### config.mk
export PLATFORM = sky130hd
export DESIGN_NAME = branch_resolve
export DESIGN_NICKNAME = d
export VERILOG_FILES = /design/src/rtl/branch_resolve.sv
export SDC_FILE = /design/constraint.sdc
export NUM_CORES = 1
export LEC_CHECK = 0
export ABC_AREA = 1
export CORE_MARGIN = 4
export CORE_UTILIZATION = 35
export CTS_BUF_LIST = sky130_fd_sc_hd__clkbuf_2
export DETAILED_ROUTE_END_ITERATION = 12
export GPL_ROUTABILITY_DRIVEN = 0
export PLACE_DENSITY = 0.57
export SLEW_MARGIN = 20
export SYNTH_ARGS = -nofsm -noshare
export SYNTH_HDL_FRONTEND = slang
export SYNTH_SLANG_ARGS = --single-unit
### constraint.sdc
create_clock -name clk -period 3.7 [get_ports clk]
set_input_delay 1.11 -clock clk [delete_from_list [all_inputs] [get_ports clk]]
set_output_delay 1.11 -clock clk [all_outputs]
set_load 0.01 [all_outputs]
### src/rtl/branch_resolve.sv
// branch_resolve: execute-stage branch/jump resolution with mispredict flush and fetch redirect.
// Latency: res_*, flush and redir_* are registered and appear 1 cycle after acceptance.
// Backpressure: in_ready drops while a redirect waits for redir_ready; BR_PERF_CNT_EN adds perf counters.
module branch_resolve #(
    parameter int WIDTH = 64,
    parameter int CNT_W = 32
) (
    input  logic             clk,
    input  logic             rst_n,
    input  logic             in_valid,
    output logic             in_ready,
    input  logic [1:0]       in_kind,
    input  logic [WIDTH-1:0] in_pc,
    input  logic [WIDTH-1:0] in_imm,
    input  logic [WIDTH-1:0] in_rs1,
    input  logic             branch_taken,
    input  logic             pred_taken,
    input  logic [WIDTH-1:0] pred_target,
    output logic             res_valid,
    output logic             res_taken,
    output logic [WIDTH-1:0] res_link,
    output logic             res_mispredict,
    output logic             res_misalign,
    output logic             res_illegal,
    output logic             flush,
    output logic             redir_valid,
    input  logic             redir_ready,
    output logic [WIDTH-1:0] redir_pc
`ifdef BR_PERF_CNT_EN
    ,
    output logic [CNT_W-1:0] cnt_branches,
    output logic [CNT_W-1:0] cnt_mispredicts
`endif
);

    localparam logic [1:0] KIND_BR   = 2'b00;
    localparam logic [1:0] KIND_JALR = 2'b10;
    localparam logic [1:0] KIND_RSVD = 2'b11;
    localparam logic [WIDTH-1:0] LSB_CLR = {{(WIDTH-1){1'b1}}, 1'b0};

    typedef enum logic {
        IDLE,
        REDIRECT
    } state_t;

    state_t           state_q;
    state_t           state_n;

    logic             accept;
    logic             is_illegal;
    logic             actual_taken;
    logic [WIDTH-1:0] link_pc;
    logic [WIDTH-1:0] target;
    logic [WIDTH-1:0] next_pc;
    logic             misalign;
    logic             raw_mispredict;
    logic             mispredict;

    // A new operation can only enter while no redirect is outstanding.
    assign accept = in_valid && (state_q == IDLE);

    // Resolve direction, target and mispredict for the operation on the inputs.
    always_comb begin
        is_illegal     = (in_kind == KIND_RSVD);
        link_pc        = in_pc + WIDTH'(4);
        if (in_kind == KIND_JALR) begin
            target = (in_rs1 + in_imm) & LSB_CLR;
        end else begin
            target = in_pc + in_imm;
        end
        // Reserved kinds are reported as not taken so nothing downstream acts on them.
        if (is_illegal) begin
            actual_taken = 1'b0;
        end else if (in_kind == KIND_BR) begin
            actual_taken = branch_taken;
        end else begin
            actual_taken = 1'b1;
        end
        next_pc        = actual_taken ? target : link_pc;
        misalign       = actual_taken && (target[1:0] != 2'b00);
        raw_mispredict = (actual_taken != pred_taken) ||
                         (actual_taken && (target != pred_target));
        // Misaligned targets are recovered by the trap path, not by a redirect.
        mispredict     = raw_mispredict && !misalign && !is_illegal;
    end

    // FSM state register; reset discards any pending redirect.
    always_ff @(posedge clk or negedge rst_n) begin
        if (!rst_n) begin
            state_q <= IDLE;
        end else begin
            state_q <= state_n;
        end
    end

    // FSM next state and handshake outputs.
    always_comb begin
        state_n     = state_q;
        in_ready    = 1'b0;
        redir_valid = 1'b0;
        case (state_q)
            IDLE: begin
                in_ready = 1'b1;
                if (accept && mispredict) begin
                    state_n = REDIRECT;
                end
            end
            REDIRECT: begin
                redir_valid = 1'b1;
                if (redir_ready) begin
                    state_n = IDLE;
                end
            end
            default: begin
                state_n = IDLE;
            end
        endcase
    end

    // Result registers: pulse valid/flush per acceptance, hold res_* between acceptances.
    always_ff @(posedge clk or negedge rst_n) begin
        if (!rst_n) begin
            res_valid      <= 1'b0;
            res_taken      <= 1'b0;
            res_link       <= '0;
            res_mispredict <= 1'b0;
            res_misalign   <= 1'b0;
            res_illegal    <= 1'b0;
            flush          <= 1'b0;
            redir_pc       <= '0;
        end else begin
            res_valid <= accept;
            flush     <= accept && mispredict;
            if (accept) begin
                res_taken      <= actual_taken;
                res_link       <= link_pc;
                res_mispredict <= mispredict;
                res_misalign   <= misalign;
                res_illegal    <= is_illegal;
            end
            // redir_pc only moves when a new redirect is launched, so it is stable while waiting.
            if (accept && mispredict) begin
                redir_pc <= next_pc;
            end
        end
    end

`ifdef BR_PERF_CNT_EN
    // Saturating performance counters for resolved branches and issued redirects.
    always_ff @(posedge clk or negedge rst_n) begin
        if (!rst_n) begin
            cnt_branches    <= '0;
            cnt_mispredicts <= '0;
        end else begin
            if (accept && !is_illegal && (cnt_branches != {CNT_W{1'b1}})) begin
                cnt_branches <= cnt_branches + CNT_W'(1);
            end
            if (accept && mispredict && (cnt_mispredicts != {CNT_W{1'b1}})) begin
                cnt_mispredicts <= cnt_mispredicts + CNT_W'(1);
            end
        end
    end
`endif

endmodule

# [Word-level counts from Yosys, hierarchy flattened]
# Cells that the tools add are included.
[word_totals] elab_cells=37 reg_bits=135 out_inout_bits=136 in_bits=264
[classes] reduce_logical=11 muxes=9 addsub=3 bitwise=1 eq_ne=4
[ops] cell="$add 64x64->64" n=2
[ops] cell="$mux 64" n=2
[ops] cell="$add 64x3->64 const B" n=1
[ops] cell="$ne 64x64->1" n=1
[ops] cell="$logic_and 1x1->1" n=6
[ops] cell="$mux 1" n=6
[ops] cell="$eq 2x2->1 const B" n=2
[ops] cell="$logic_not 1->1" n=2
[ops] cell="$logic_not 2->1" n=1
[ops] cell="$pmux 1 s2" n=1
[ops] cell="$reduce_bool 2->1" n=1
[ops] cell="$logic_or 1x1->1" n=1
[ops] cell="$ne 1x1->1" n=1
[ops] cell="$not 1->1" n=1

# [Longest topological paths before layout]
# Gate-level depths: netlist of the first run.
[depth] word_depth=10 depth_mapped=30 ltp_nobuf=28

# [Worst setup path after synthesis of the first run]
# OpenSTA, ideal clock, no wires.
[synth_path] path_kind="input-to-reg" from="in in_pc[0]" to="reg redir_pc[10]" required_time_ps=3583 path_buffers=2 cell_stages=27 slack_ps=13 setup_ps=117 arrival_ps=3570 path_cell_list="ha_1 inv_1 fa_1 inv_1 nand3_1 nand2_1 nand2_1 nand2_1 nand2_1 nand2_1 nand2_1 nand2_1 nand2_1 nand2_1 nand2_1 nand3_1 nand2_1 nand2_1 nand3_1 nor2_1 nand2_1 nor2_2 nand2_2 buf_4 buf_6 nand3_1 nand2_1"
[synth_via] elab_chain_len=8 elab_cells_between_ends=13 cone_classes="2 x add/sub; 1 x eq/ne; 2 x mux; 8 x reduce/logical"
[synth_lines] item="start, declared" line="13" rtl="input logic [WIDTH-1:0] in_pc,"
[synth_lines] item="$add 64x64->64" line="69" rtl="target = in_pc + in_imm;"
[synth_lines] item="$mux 64" line="66" rtl="if (in_kind == KIND_JALR) begin"
[synth_lines] item="$ne 64x64->1 or $reduce_bool 2->1 (tied branches)" line="82, 80"
[synth_lines] item="$logic_and 1x1->1, on equally long branches" line="82, 80"
[synth_lines] item="$logic_or 1x1->1 or $logic_not 1->1 (tied branches)" line="81, 84"
[synth_lines] item="$logic_and 1x1->1 (2 in a row)" line="84" rtl="mispredict = raw_mispredict && !misalign && !is_illegal;"
[synth_lines] item="$logic_and 1x1->1" line="142" rtl="if (accept && mispredict) begin"
[synth_lines] item="end signal, assigned" line="143" rtl="redir_pc <= next_pc;"
[synth_lines] item="end, declared" line="28" rtl="output logic [WIDTH-1:0] redir_pc"
# Several ways; a longest one is shown, not always the timed one.
# A chain may end at the register's enable or synchronous reset.

# [Worst setup path after layout of the first run]
[layout_path] from="in in_rs1[48]" to="reg redir_pc[54]"
[layout_via] elab_chain_len=8 elab_cells_between_ends=9 cone_classes="1 x add/sub; 1 x eq/ne; 2 x mux; 5 x reduce/logical"
[layout_lines] item="start, declared" line="15" rtl="input logic [WIDTH-1:0] in_rs1,"
[layout_lines] item="$add 64x64->64 *" line="67" rtl="target = (in_rs1 + in_imm) & LSB_CLR;"
[layout_lines] item="$mux 64 *" line="66"
[layout_lines] item="$ne 64x64->1" line="82" rtl="(actual_taken && (target != pred_target));"
[layout_lines] item="$logic_and 1x1->1" line="82"
[layout_lines] item="$logic_or 1x1->1" line="81" rtl="raw_mispredict = (actual_taken != pred_taken) ||"
[layout_lines] item="$logic_and 1x1->1 (2 in a row)" line="84"
[layout_lines] item="$logic_and 1x1->1" line="142"
# Every way passes the cells marked *; elsewhere a longest branch is shown, timed or not.

==> results of run 1 <==
## final cells by class
| class | count | share of cell area (%) |
|---|---|---|
| Multi-Input combinational cell | 3033 | 50.5 |
| Timing Repair Buffer | 1235 | 29.2 |
| Sequential cell | 135 | 9.28 |
| Inverter | 731 | 7.55 |
| Tap cell | 773 | 2.66 |
| Clock inverter | 13 | 0.492 |
| Clock buffer | 19 | 0.261 |
| Antenna cell | 11 | 0.0756 |
## cells in the mapped netlist, types with 10 or more instances
library cell	number	area share [%]
nor2_2	16	0.48
dfrtp_1	135	16
nand4_1	54	1.6
o21bai_1	14	0.50
nand2_1	1619	29
inv_2	13	0.23
nand2_2	26	0.78
ha_1	126	7.5
o21ai_0	122	2.9
buf_1	14	0.25
nor2_1	311	5.6
nand3_1	404	9.7
nand3b_1	41	1.5
nor3_1	44	1.1
xor2_1	43	1.8
buf_2	10	0.24
xnor2_1	22	0.92
a21oi_1	116	2.8
inv_1	712	13
clkbuf_1	30	0.54
## state kept, by name, indices dropped and copies added, names as in the netlist
name,flops
res_mispredict,1
state_q,1
res_taken,1
res_misalign,1
redir_pc,64
res_link,64
res_illegal,1
flush,1
res_valid,1
## metrics by stage
step | hold slack [ns] | setup slack (ns) | utilization (%) | instances
floorplan | 0.506 | 0.0134 | - | 3964
global placement | 0.456 | -1.30 | 53.4 | 5858
detailed placement | 0.457 | -1.30 | 53.4 | 5858
CTS | 0.0977 | -0.124 | 56.7 | 5906
global route | 0.112 | -0.0631 | 61.7 | 5949
finish | 0.167 | -0.0174 | 61.7 | 5950
## where the power goes
part	internal [uW]	switching (uW)	leakage, uW	total [uW]
Combinational	3110	3450	0.0183	6560
Clock	445	578	0.000149	1020
Sequential	1890	300	0.00168	2190
## critical path, stage by stage
cell             delay (ns)
clkdlybuf4s50_1        0.43
ha_1                   0.32
buf_4                  0.15
nand2_1                0.07
nand2_1                0.09
nand3_1                0.08
nand2_1                0.08
nand2_1                0.07
nand2_1                0.06
nand3_1                0.06
nand2_1                0.14
a21oi_2                0.17
nand2_1                0.07
nand2_1                0.10
nand3_4                0.13
nand2_2                0.09
nand2_1                0.05
nand2_1                0.09
nand2_1                0.06
nor2_1                 0.10
nand2_1                0.10
nor2_2                 0.14
nand2_4                0.10
buf_12                 0.16
clkbuf_16              0.18
nand3_1                0.09
nand2_1                0.06
## per-layer routing
metal,routed length [um],vias to the layer above,share of wire [%],GRT usage (%)
li1,-,14700,-,-
met1,47500,13600,43,44.1
met2,49100,1209,45,50.7
met3,8200,237,7.5,3.50
met4,4710,6,4.3,10.5
met5,37,-,0.034,0
## kinds of logic after synthesis
group	after synthesis
compound gates	280
xor+xnor	65
fa+ha+maj	128
buf+inv	796
flops	135
simple gates	2560
## final timing paths
| path | startpoint | slack, ns | end | cells past startpoint |
|---|---|---|---|---|
| min in group clk | redir_pc[0] | 0.50 | redir_pc[0] | 2 |
| hold / removal | rst_n | 0.17 | redir_pc[5] | 1 |
| max in group asynchronous | rst_n | 2.77 | res_link[55] | 2 |
| setup / recovery | in_rs1[48] | -0.02 | redir_pc[54] | 27 |
| setup reg to reg | state_q | 1.69 | redir_pc[22] | 9 |
| hold reg to reg | redir_pc[0] | 0.50 | redir_pc[0] | 2 |
## what timing repair did
action                     in CTS  in global routing
cloned                          4                  6
pin swaps                      57                193
resized for setup             344                802
setup buffers                  13                 27
setup endpoints to repair      67                 67
==> metrics.csv, run 1 <==
metric,value,unit
status,"finished, violations left",
failing checks,setup timing,
global-route wire length before repair,155000,um
xor and xnor area share after synthesis,2.72,%
Die X,252,um
DP HPWL,91000,um
CP endpoint kind,flop,
Total Power,9770,uW
Final TNS setup,-0.132,ns
syn_area_per_cell,5.27,um^2
root buf cell,clkbuf_2,
max-cap check violation count,0,
largest family of logic cells by synthesized area,simple AND/OR/NAND/NOR gates,
startpoint type of the worst setup path,input pin,
Synth Area in Compound Gates,7.09,%
Peak VDD IR,0.328,mV
fin crit share,100,%
Yosys reg bits,135,
drt pass-1 iters,6,
Worst-Skew Late Latency,0.72,ns
initial antenna violation count,14,
die area,63700,um^2
Port Buffers,399,
Area after DPL,31500,um^2
asr flop ratio synth,100,%
count of final setup violators,18,
slew at the pin with the worst max-slew slack,0.777,ns
H-tree depth,4,
CTS Hold Bufs,0,
mux cell area share after synthesis,0,%
vias in the first global route,26800,
Reg area,3380,um^2
fmax,269,MHz
skew final,0.0237,ns
register area share after synthesis,16.2,%
Fillers,5666,
Crit Path Max Fanout,16,
DR iter-0 viols,2423,
DRC Markers,0,
Num CTS Buffers,17,
power per cell area,269,nW/um^2
Worst Path Arrival,4.36,ns
number of synthesized flops with an enable pin,0,
NumNets Final,5545,
Core ar.,59000,um^2
largest net degree at the start of global routing,93,
Multi-input gate area,18400,um^2
row cnt,89,
CTS tree,built,
"Net Count, Synth",4356,
Clock transition at path regs,0.22,ns
"most common cell after layout, fill and taps aside",nand2_1,
synthesized area,20900,um^2
share of cells above drive strength 1,32.3,%
overall routing resource usage,31.5,%
io pins,400,
CP required,4.34,ns
Die Ht,252,um
CTS max path bufs,2,
Area growth syn-to-layout,74.1,%
Vias,29800,
Crit Path Category,in -> reg,
Detail Route Antenna Nets,0,
vias per cell,5.00,
Setup WS post-layout,-0.0174,ns
Routed WL,110000,um
Min-Delay Path Class,in -> async,
Pleak,0.0201,uW
simple-gate area share of the yosys netlist,51.5,%
initial core utilization,35.4,%
total grt overflow,0,
Tmin final,3.72,ns
final count of hold timing violations,0,
Worst slew margin,48.2,%
post-DR wirelength/cell,18.4,um
main flop type after synthesis,dfrtp_1,
Final Max Slew Viols,0,
number of warnings issued by yosys,0,
Cell variety after synth,46,
Synth Instances,3964,
most frequent cells in the layout,"1405 x nand2_1, 798 x buf_4, 686 x inv_1",
fin area,36400,um^2
adder-cell share of the synthesized area,7.73,%
clk sinks,135,
No activity file was read; power rests on OpenSTA's default activity.
==> run 2, diff against run 1 <==
Settings changed: CTS_CLUSTER_SIZE set to 24.
==> results of run 2 <==
Final layout, timing and power as in run 1 (identical DEF).
